### config.mk
export PLATFORM = sky130hd
export DESIGN_NAME = port_arbiter
export DESIGN_NICKNAME = d
export VERILOG_FILES = /design/src/rtl/port_arbiter_pkg.sv /design/src/rtl/port_arbiter_rr_pick.sv /design/src/rtl/port_arbiter.sv
export SDC_FILE = /design/constraint.sdc
export NUM_CORES = 1
export LEC_CHECK = 0
export CELL_PAD_IN_SITES_DETAIL_PLACEMENT = 0
export CELL_PAD_IN_SITES_GLOBAL_PLACEMENT = 2
export CORE_AREA = 2 2 84 94
export CTS_CLUSTER_DIAMETER = 100
export DETAILED_ROUTE_END_ITERATION = 12
export DIE_AREA = 0 0 86 96
export GPL_ROUTABILITY_DRIVEN = 0
export HOLD_SLACK_MARGIN = 0.06
export PLACE_DENSITY = 0.76
export SLEW_MARGIN = 20
export SYNTH_ARGS = -nofsm -noshare
export SYNTH_HDL_FRONTEND = slang
export SYNTH_HIERARCHICAL = 1
export SYNTH_SLANG_ARGS = --single-unit
### constraint.sdc
create_clock -name clk -period 5.5 [get_ports clk]
set_input_delay 1.375 -clock clk [delete_from_list [all_inputs] [get_ports clk]]
set_output_delay 1.375 -clock clk [all_outputs]
set_load 0.03 [all_outputs]
### src/rtl/port_arbiter_pkg.sv
// rtl/port_arbiter_pkg.sv - shared router constants, port indices and arbiter state encoding
package port_arbiter_pkg;

   localparam int PORTS = 5;
   localparam int SEL_W = 3;

   localparam int PORT_L = 0;
   localparam int PORT_N = 1;
   localparam int PORT_E = 2;
   localparam int PORT_S = 3;
   localparam int PORT_W = 4;

   typedef enum logic [1:0] {
      ST_IDLE   = 2'b00,
      ST_ACK    = 2'b01,
      ST_LOCKED = 2'b10
   } state_t;

endpackage

### src/rtl/port_arbiter_rr_pick.sv
// rtl/port_arbiter_rr_pick.sv - combinational rotating-priority encoder
module rr_pick #(
   parameter int PORTS = 5,
   parameter int SEL_W = 3
) (
   input  logic [PORTS-1:0] req,
   input  logic [SEL_W-1:0] ptr,
   output logic [PORTS-1:0] win,
   output logic [SEL_W-1:0] win_idx,
   output logic             any
);

   logic found;
   int   idx;

   // Scan upward from ptr; the wrap is an explicit compare so PORTS need not be a power of two.
   always_comb begin
      win     = '0;
      win_idx = '0;
      any     = |req;
      found   = 1'b0;
      idx     = 0;
      for (int k = 0; k < PORTS; k++) begin
         idx = int'(ptr) + k;
         if (idx >= PORTS) idx = idx - PORTS;
         if (!found && req[idx]) begin
            found      = 1'b1;
            win[idx]   = 1'b1;
            win_idx    = SEL_W'(idx);
         end
      end
   end

endmodule

### src/rtl/port_arbiter.sv
// rtl/port_arbiter.sv - per-output-port round-robin arbiter with packet lock
module port_arbiter #(
   parameter int PORTS = port_arbiter_pkg::PORTS,
   parameter int SEL_W = port_arbiter_pkg::SEL_W
) (
   input  logic             clk,
   input  logic             rst,
   input  logic [PORTS-1:0] rqs_in,
   input  logic             credit_ok,
   input  logic             tail_done,
   output logic [PORTS-1:0] arb_ack,
   output logic [PORTS-1:0] grant,
   output logic [SEL_W-1:0] xbar_sel,
   output logic             busy
);

   import port_arbiter_pkg::*;

   state_t           state_q, state_d;
   logic [SEL_W-1:0] ptr, ptr_d;
   logic [PORTS-1:0] grant_d, ack_d;
   logic [SEL_W-1:0] sel_d;
   logic             busy_d;

   logic [PORTS-1:0] pick_win;
   logic [SEL_W-1:0] pick_idx;
   logic             pick_any;

   rr_pick #(
      .PORTS (PORTS),
      .SEL_W (SEL_W)
   ) u_pick (
      .req     (rqs_in),
      .ptr     (ptr),
      .win     (pick_win),
      .win_idx (pick_idx),
      .any     (pick_any)
   );

   always_comb begin
      state_d = state_q;
      ptr_d   = ptr;
      grant_d = grant;
      ack_d   = '0;
      sel_d   = xbar_sel;
      busy_d  = busy;
      case (state_q)
         ST_IDLE: begin
            if (pick_any && credit_ok) begin
               state_d = ST_ACK;
               grant_d = pick_win;
               ack_d   = pick_win;
               sel_d   = pick_idx;
               busy_d  = 1'b1;
               ptr_d   = (pick_idx == SEL_W'(PORTS - 1)) ? '0 : pick_idx + SEL_W'(1);
            end
         end
         ST_ACK, ST_LOCKED: begin
            // Requests and credit are deliberately ignored until the tail crosses.
            if (tail_done) begin
               state_d = ST_IDLE;
               grant_d = '0;
               busy_d  = 1'b0;
            end else begin
               state_d = ST_LOCKED;
            end
         end
         default: begin
            state_d = ST_IDLE;
            grant_d = '0;
            busy_d  = 1'b0;
         end
      endcase
   end

   always_ff @(posedge clk or negedge rst) begin
      if (!rst) begin
         state_q  <= ST_IDLE;
         ptr      <= '0;
         grant    <= '0;
         arb_ack  <= '0;
         xbar_sel <= '0;
         busy     <= 1'b0;
      end else begin
         state_q  <= state_d;
         ptr      <= ptr_d;
         grant    <= grant_d;
         arb_ack  <= ack_d;
         xbar_sel <= sel_d;
         busy     <= busy_d;
      end
   end

endmodule

==> flow_summary_export.csv, run 1 <==
group,metric,value,unit
cts,post_cts_buffers,0,
timing,setup_violations,0,
timing,fin_tns_setup,0,ns
timing,skew,0.003858,ns
cts,cts_sinks,19,
synthesis,ys_seq_area_frac,0.1905,
worst_setup_path,path_max_fanout,10,
place,hpwlAfterDp,6144,um
cts,insertion_delay,0.25,ns
floorplan,initial_core_util,0.3416,
timing,finalCritPeriodShare,0.7888,
hold_path,whs_path_depth,2,
floorplan,rows,33,
routing,dr.pass1.iters,6,
cts,cts_buffer_depth,2,
floorplan,die_y,96,um
routing,drt_iter0_markers,215,
synthesis,syn-num-nets,334,
routing,dr_wl_met2,3947,um
routing,drc_errors,0,
timing,slew_viol_final,0,
worst_setup_path,slowest_stage,"nor3b_1",
global_route,overflow,0,
cts,cts_buffers,3,
worst_setup_path,cp.arrival,4.51,ns
worst_setup_path,timing.rr.start,"ptr[2]",
layout,diodes,0,
cts,root_buffer,"clkbuf_8",
cts,cts_hold_buf,0,
routing,ant_nets,0,
hold_path,hp-start,"xbar_sel[2]",
routing,drt-met1-wl,3409,um
place,io_buffers,22,
worst_setup_path,r2r_cells,12,
timing,finalHoldViolCount,0,
floorplan,core_area,7308,um^2
routing,wl_per_cell,19.32,um
worst_setup_path,cpPeakStageDelay,0.62,ns
synthesis,syn_area,2496,um^2
synthesis,postSynth.asyncResetShare,1.000,
cts,cts_max_level,1,
synthesis,synth_common_cells,"nand2_1, dfrtp_1, a21oi_1, nor2_1, o21ai_0",
global_route,antenna_found_initial,0,
worst_setup_path,regToRegSetupSlack,1.37,ns
cts,clk_pin_slew,0.07,ns
routing,wl_met3,295,um
global_route,grt_pass1_vias,2395,
timing,rsz0062_at_grt,"no",
worst_setup_path,cp.required,5.67,ns
synthesis,yosysMostFrequentCell,"nand2_1",
hold_path,hold_end,"xbar_sel[2]",
synthesis,synth_cells,309,
synthesis,ys_seq_elements,19,
floorplan,pin_count,23,
synthesis,ys_types,68,
layout,nets,349,
synthesis,synth_ff_type,"dfrtp_1",
global_route,gr-usage-all-layers,0.1991,
global_route,grt_max_degree,35,
layout,drive_above_1_share,0.1115,
timing,hold_slack,0.4795,ns
worst_setup_path,worstPathCellList,"clkdlybuf4s50_1 > mux2i_1 > mux2i_1 > a221oi_2 > a31o_2 > nor3b_1 > a32oi_1 > o221ai_1 > inv_1 > ha_1 > nor3b_1 > a21oi_1 > o21ai_0",
timing,slew_headroom,0.4510,
synthesis,synth-edff-count,0,
timing,period_needed,4.339,ns
timing,tightest_slew,0.8209,ns
floorplan,die_x,86,um
routing,routed_via_density,6.146,
layout,area_delta_synth_final,12.93,%
status,status,"finished, final reports clean",
synthesis,synth.avg_cell_area,8.078,um^2
timing,fmax,230.5,MHz
cts,cts-resized-gates,0,
routing,drt-total-wl,7923,um
routing,dr_total_vias,2520,
flow_run,drv_cap,0,
worst_setup_path,cp-start-kind,"input pin",
routing,highest_layer,"met4",
worst_setup_path,critPathCaptureType,"flip-flop",
synthesis,synth.top_cell.area_share,0.1905,
hold_path,min_path_type,"reg -> reg",
cts,cts_tree,"built",
synthesis,synth_warnings,6,
synthesis,synth_area_leaders,"dfrtp_1, ha_1, nand2_1",
floorplan,dieArea,8256,um^2
synthesis,yosys.area.top_type,"dfrtp_1",
worst_setup_path,criticalPathCategory,"in -> reg",
global_route,grt_pass1_wl,12750,um
worst_setup_path,reg2reg_to,"ptr[2]",
-- per-stage QoR --
stage               cells  setup slack, ns    util  instance area, um^2
floorplan             309            1.591       -                 2496
global placement      406           0.9779  0.3794                 2773
detailed placement    406           0.8757  0.3794                 2773
CTS                   410            1.170  0.3857                 2819
global route          410           0.7791  0.3857                 2819
finish                410            1.161  0.3857                 2819
-- registers in the layout, summed over array words and instances, names as in the netlist --
signal    cells
xbar_sel      3
busy          1
grant         5
state_q       2
arb_ack       5
ptr           3
-- worst max-delay path by stage --
stage                   to  slack (ns)  cells past startpoint      start
detailed placement  ptr[2]        0.88                     13  rqs_in[1]
global placement    ptr[2]        0.98                     13  rqs_in[1]
floorplan           ptr[1]        1.59                     15     ptr[0]
global route        ptr[2]        0.78                     13  rqs_in[1]
CTS                 ptr[2]        1.17                     13  rqs_in[1]
finish              ptr[2]        1.16                     13  rqs_in[1]
-- worst max-delay path: cells and delay by family --
| kind | cells | cell delay [ns] |
|---|---|---|
| simple gates | 2 | 0.82 |
| buf+inv | 2 | 0.70 |
| fa+ha+maj | 1 | 0.22 |
| mux | 2 | 0.35 |
| compound gates | 6 | 1.04 |
-- area by class of cell --
| type | count | area, um^2 |
|---|---|---|
| inverters | 15 | 56.30 |
| fillers | 759 | 4489 |
| clock buffers | 3 | 41.29 |
| flip-flops and latches | 19 | 475.5 |
| well taps | 87 | 108.9 |
| clock inverters | 1 | 5.005 |
| multi-input cells | 257 | 1867 |
| repair buffers | 28 | 265.3 |
-- placed cells by master (no fill, tap or decap), types with 4 or more instances in the layout --
cell type / instances
nor2_1: 16
o21ai_0: 16
clkdlybuf4s50_1: 22
buf_4: 6
o211ai_1: 7
and2_1: 7
nor3_1: 10
mux2i_1: 7
o31ai_1: 5
nand2b_1: 8
a31oi_1: 4
nand2_1: 41
nor2b_1: 5
a21oi_1: 17
a21o_1: 4
inv_1: 15
nand3_1: 9
ha_1: 15
dfrtp_1: 19
a22o_1: 7
-- cell families (layout without fill, tap and decap cells) --
| kind of cell | count (synthesis) | count (layout) | synth area share |
|---|---|---|---|
| simple gates | 113 | 113 | 0.2236 |
| compound gates | 111 | 111 | 0.3539 |
| buf+inv | 33 | 47 | 0.06165 |
| flops | 19 | 19 | 0.1905 |
| fa+ha+maj | 16 | 16 | 0.08321 |
| mux | 13 | 13 | 0.06566 |
| xor+xnor | 4 | 4 | 0.02156 |
-- metal layers --
| metal | vias up | track usage |
|---|---|---|
| li1 | 1198 | - |
| met1 | 1226 | 0.2439 |
| met2 | 80 | 0.3676 |
| met3 | 16 | 0.009434 |
| met4 | 0 | 0.07407 |
| met5 | - | 0 |
Power of run 1 is not shown: default switching activity piles up to over one toggle a cycle in this logic, so the estimate is an artifact.
==> run 2: changes to the inputs <==
--- a/config.mk
+++ b/config.mk
@@ -7,13 +7,13 @@
 export LEC_CHECK = 0
 export CELL_PAD_IN_SITES_DETAIL_PLACEMENT = 0
 export CELL_PAD_IN_SITES_GLOBAL_PLACEMENT = 2
-export CORE_AREA = 2 2 84 94
+export CORE_AREA = 2 2 88 98
 export CTS_CLUSTER_DIAMETER = 100
 export DETAILED_ROUTE_END_ITERATION = 12
-export DIE_AREA = 0 0 86 96
+export DIE_AREA = 0 0 90 100
 export GPL_ROUTABILITY_DRIVEN = 0
 export HOLD_SLACK_MARGIN = 0.06
-export PLACE_DENSITY = 0.76
+export PLACE_DENSITY = 0.73
 export SLEW_MARGIN = 20
 export SYNTH_ARGS = -nofsm -noshare
 export SYNTH_HDL_FRONTEND = slang
==> constraint.sdc (replaced) <==
create_clock -name clk -period 3.9 [get_ports clk]
set_input_delay 0.975 -clock clk [delete_from_list [all_inputs] [get_ports clk]]
set_output_delay 0.975 -clock clk [all_outputs]
set_load 0.03 [all_outputs]
==> flow_summary_export.csv, run 2 (synthesis results as in run 1) <==
group,metric,value,unit
status,status,"finished, final reports clean",
timing,period_needed,3.713,ns
cts,cts_hold_buf,0,
timing,setup_violations,0,
place,dp_slack,-0.1376,ns
global_route,gr-usage-all-layers,0.1875,
global_route,grt_max_degree,20,
timing,skew,0.006404,ns
global_route,grt_pass1_wl,13390,um
routing,dr.pass1.iters,4,
layout,area_delta_synth_final,26.37,%
cts,clk_pin_slew,0.07,ns
routing,dr_total_vias,2693,
timing,setup_slack,0.1866,ns
floorplan,core_area,8145,um^2
floorplan,rows,35,
routing,ant_nets,0,
routing,wl_per_cell,18.25,um
layout,top_regs,"arb_ack x5, grant x5",
worst_setup_path,timing.rr.start,"ptr[0]",
layout,layout_common_cells,"buf_4, nand2_1, clkdlybuf4s50_1, dfrtp_1, a21oi_1",
worst_setup_path,cp.arrival,3.88,ns
hold_path,min_path_type,"reg -> reg",
layout,final_common_cell,"buf_4",
place,hpwlAfterDp,6846,um
global_route,grt_pass1_vias,2557,
routing,drc_errors,0,
layout,nFillCells,868,
worst_setup_path,regToRegSetupSlack,0.23,ns
cts,cts_sinks,19,
cts,cts_max_level,1,
layout,drive_above_1_share,0.2194,
floorplan,dieArea,9000,um^2
timing,finalCritPeriodShare,0.9521,
timing,finalHoldViolCount,0,
floorplan,initial_core_util,0.3065,
flow_run,drv_cap,0,
worst_setup_path,cp-start-kind,"input pin",
timing,fmax,269.3,MHz
worst_setup_path,critPathCaptureType,"flip-flop",
floorplan,die_y,100,um
place,io_buffers,22,
timing,slew_headroom,0.4483,
cts,cts_buffers,3,
layout,nets,386,
cts,insertion_delay,0.26,ns
timing,slew_viol_final,0,
worst_setup_path,cp.required,4.07,ns
timing,tightest_slew,0.8249,ns
routing,routed_via_density,5.718,
floorplan,die_x,90,um
cts,cts-resized-gates,0,
layout,multi_input_area,1886,um^2
cts,root_buffer,"clkbuf_8",
hold_path,hold_end,"xbar_sel[1]",
hold_path,hp-start,"xbar_sel[1]",
worst_setup_path,path_max_fanout,5,
layout,diodes,0,
layout,post-route-cell-area,3154,um^2
hold_path,whs_path_depth,2,
worst_setup_path,reg2reg_to,"ptr[2]",
cts,post_cts_buffers,0,
worst_setup_path,r2r_cells,15,
routing,drt-total-wl,8596,um
place,placed_area,3080,um^2
global_route,overflow,0,
layout,final_util,0.3873,
worst_setup_path,criticalPathCategory,"in -> reg",
routing,drt_iter0_markers,176,
cts,cts_tree,"built",
floorplan,pin_count,23,
cts,cts_buffer_depth,2,
global_route,antenna_found_initial,0,
layout,regArea,475.5,um^2
[run 2: how the worst max path moves through the flow]
stage | from | endpoint | slack [ns] | cells after the start
2_1_floorplan | ptr[0] | ptr[1] | 0.12 | 15
3_3_place_gp | rqs_in[1] | ptr[2] | -0.04 | 12
3_5_place_dp | rqs_in[1] | ptr[2] | -0.14 | 12
4_1_cts | rqs_in[1] | ptr[2] | 0.08 | 12
5_1_grt | ptr[0] | ptr[2] | -0.008 | 15
6_report | rqs_in[0] | ptr[2] | 0.19 | 12
[run 2: final cells by class]
| cell class | instances | area share |
|---|---|---|
| repair buffers | 65 | 0.1749 |
| multi-input cells | 257 | 0.5978 |
| inverters | 15 | 0.01785 |
| clock buffers | 3 | 0.01309 |
| flip-flops and latches | 19 | 0.1507 |
| well taps | 111 | 0.04403 |
| clock inverters | 1 | 0.001587 |
[run 2: worst max-delay path, cell delays in order]
cell,delay (ns)
clkdlybuf4s50_1,0.50
mux4_2,0.51
nand2_1,0.08
nand2_1,0.06
a32o_1,0.26
or4_4,0.56
o211ai_1,0.24
inv_1,0.09
ha_1,0.20
nor3b_1,0.19
a21oi_1,0.05
o21ai_0,0.15
[run 2: layer usage]
metal / wire [um] / global-route usage
met5: 0 / 0
met4: 565 / 0.1195
met1: 3505 / 0.2252
met2: 4106 / 0.3297
met3: 419 / 0.01051
[run 2: metrics by stage]
stage	std cells	TNS (ns)	hold slack (ns)
floorplan	309	0	0.4638
global placement	467	-0.09079	0.4617
detailed placement	467	-0.6749	0.4719
CTS	471	0	0.4872
global route	471	-0.007921	0.5128
finish	471	0	0.4802
Power of run 2 is left out for the same reason.
==> run 3: changes to the inputs <==
--- a/config.mk
+++ b/config.mk
@@ -7,13 +7,14 @@
 export LEC_CHECK = 0
 export CELL_PAD_IN_SITES_DETAIL_PLACEMENT = 0
 export CELL_PAD_IN_SITES_GLOBAL_PLACEMENT = 2
-export CORE_AREA = 2 2 88 98
+export CORE_AREA = 2 2 86 97
+export CTS_BUF_LIST = sky130_fd_sc_hd__clkbuf_2 sky130_fd_sc_hd__clkbuf_4 sky130_fd_sc_hd__clkbuf_8
 export CTS_CLUSTER_DIAMETER = 100
 export DETAILED_ROUTE_END_ITERATION = 12
-export DIE_AREA = 0 0 90 100
+export DIE_AREA = 0 0 88 99
 export GPL_ROUTABILITY_DRIVEN = 0
-export HOLD_SLACK_MARGIN = 0.06
-export PLACE_DENSITY = 0.73
+export HOLD_SLACK_MARGIN = 0.05
+export PLACE_DENSITY = 0.75
 export SLEW_MARGIN = 20
 export SYNTH_ARGS = -nofsm -noshare
 export SYNTH_HDL_FRONTEND = slang
==> flow_summary_export.csv, run 3 (synthesis results as in run 1) <==
group,metric,value,unit
floorplan,core_area,7700,um^2
timing,rsz0062_at_grt,"no",
hold_path,min_path_type,"reg -> reg",
floorplan,dieArea,8712,um^2
status,status,"finished, final reports clean",
hold_path,whs_path_depth,2,
cts,cts_max_level,1,
worst_setup_path,slowest_stage,"or4_4",
global_route,gr-usage-all-layers,0.1874,
global_route,antenna_found_initial,0,
worst_setup_path,worstPathCellList,"clkdlybuf4s50_1 > mux4_2 > nand2_1 > nand2_1 > a32o_1 > or4_4 > or3_4 > o31ai_1 > and2_1",
timing,finalHoldViolCount,0,
floorplan,initial_core_util,0.3242,
layout,diodes,0,
cts,clk_pin_slew,0.07,ns
place,hpwlAfterDp,6788,um
worst_setup_path,critPathCaptureType,"flip-flop",
worst_setup_path,path_max_fanout,6,
worst_setup_path,crit_family,"simple AND/OR/NAND/NOR gates",
layout,nets,382,
timing,skew,0.001483,ns
routing,dr_total_vias,2587,
layout,area_delta_synth_final,25.46,%
worst_setup_path,cp.arrival,3.86,ns
timing,hold_slack,0.4752,ns
cts,cts_tree,"built",
routing,drc_errors,0,
routing,routed_via_density,5.575,
worst_setup_path,crit_top_cell,"nand2_1",
worst_setup_path,cp-start-kind,"input pin",
worst_setup_path,regToRegSetupSlack,0.26,ns
hold_path,hold_end,"xbar_sel[2]",
floorplan,pin_count,23,
worst_setup_path,cp.required,4.09,ns
worst_setup_path,reg2reg_to,"arb_ack[3]",
routing,ant_nets,0,
timing,fmax,272.2,MHz
worst_setup_path,criticalPathCategory,"in -> reg",
timing,period_needed,3.673,ns
global_route,grt_max_degree,32,
timing,slew_headroom,0.4398,
timing,setup_violations,0,
layout,layout_common_cells,"nand2_1, buf_4, clkdlybuf4s50_1, dfrtp_1, a21oi_1",
layout,drive_above_1_share,0.2135,
cts,post_cts_buffers,0,
cts,cts_hold_buf,0,
timing,slew_viol_final,0,
floorplan,rows,34,
place,io_buffers,22,
timing,tightest_slew,0.8377,ns
worst_setup_path,timing.rr.start,"ptr[2]",
worst_setup_path,cpPeakStageDelay,0.57,ns
cts,cts_buffer_depth,2,
worst_setup_path,cp_num_buf_inv,1,
worst_setup_path,r2r_cells,12,
global_route,overflow,0,
routing,wl_per_cell,17.58,um
routing,drt_iter0_markers,136,
cts,cts_buffers,3,
hold_path,hp-start,"xbar_sel[2]",
floorplan,die_x,88,um
routing,drt-total-wl,8157,um
layout,final_common_cell,"nand2_1",
global_route,grt_pass1_wl,12840,um
cts,cts-resized-gates,0,
cts,cts_sinks,19,
floorplan,die_y,99,um
cts,insertion_delay,0.25,ns
cts,root_buffer,"clkbuf_8",
timing,finalCritPeriodShare,0.9419,
layout,top_regs,"arb_ack x5, grant x5",
routing,dr.pass1.iters,4,
global_route,grt_pass1_vias,2464,
flow_run,drv_cap,0,
==> run 3: layer usage <==
| layer | share of wire | global-route usage |
|---|---|---|
| met5 | 0 | 0 |
| met4 | 0.036 | 0.07929 |
| met3 | 0.043 | 0.01675 |
| met2 | 0.50 | 0.3293 |
| met1 | 0.42 | 0.2296 |
==> run 3: worst max path at each step <==
| stage | startpoint | endpoint | slack [ns] | depth (start not counted) |
|---|---|---|---|---|
| after floorplan | ptr[0] | ptr[1] | 0.12 | 15 |
| after global routing | ptr[1] | ptr[2] | 0.02 | 15 |
| after global placement | rqs_in[1] | ptr[2] | -0.03 | 13 |
| final | rqs_in[2] | arb_ack[3] | 0.23 | 9 |
| after CTS | rqs_in[3] | ptr[2] | 0.1 | 13 |
| after detailed placement | rqs_in[3] | ptr[2] | -0.19 | 13 |
==> run 3: per-stage QoR <==
stage	utilization	TNS, ns	setup slack [ns]	instances	area [um^2]
CTS	0.4017	0	0.09778	464	3093
detailed placement	0.3957	-0.7739	-0.1901	460	3047
global placement	0.3957	-0.04238	-0.03136	460	3047
floorplan	-	0	0.1164	309	2497
global route	0.4067	0	0.01641	464	3132
finish	0.4067	0	0.2267	464	3132
==> run 3: final cells by class <==
cell class | count | area, um^2
Clock buffer | 3 | 41.29
Clock inverter | 1 | 5.005
Fill cell | 811 | 4568
Inverter | 15 | 56.30
Multi-Input combinational cell | 257 | 1901
Sequential cell | 19 | 475.5
Tap cell | 108 | 135.1
Timing Repair Buffer | 61 | 518.0
==> run 3: worst register-to-register path: cells and delay by family (launching register included) <==
kind            cells  cell delay (ns)
compound gates      6             1.37
flops               1             0.41
simple gates        3             1.15
fa+ha+maj           1             0.29
buf+inv             2             0.35
Power of run 3 is left out for the same reason.
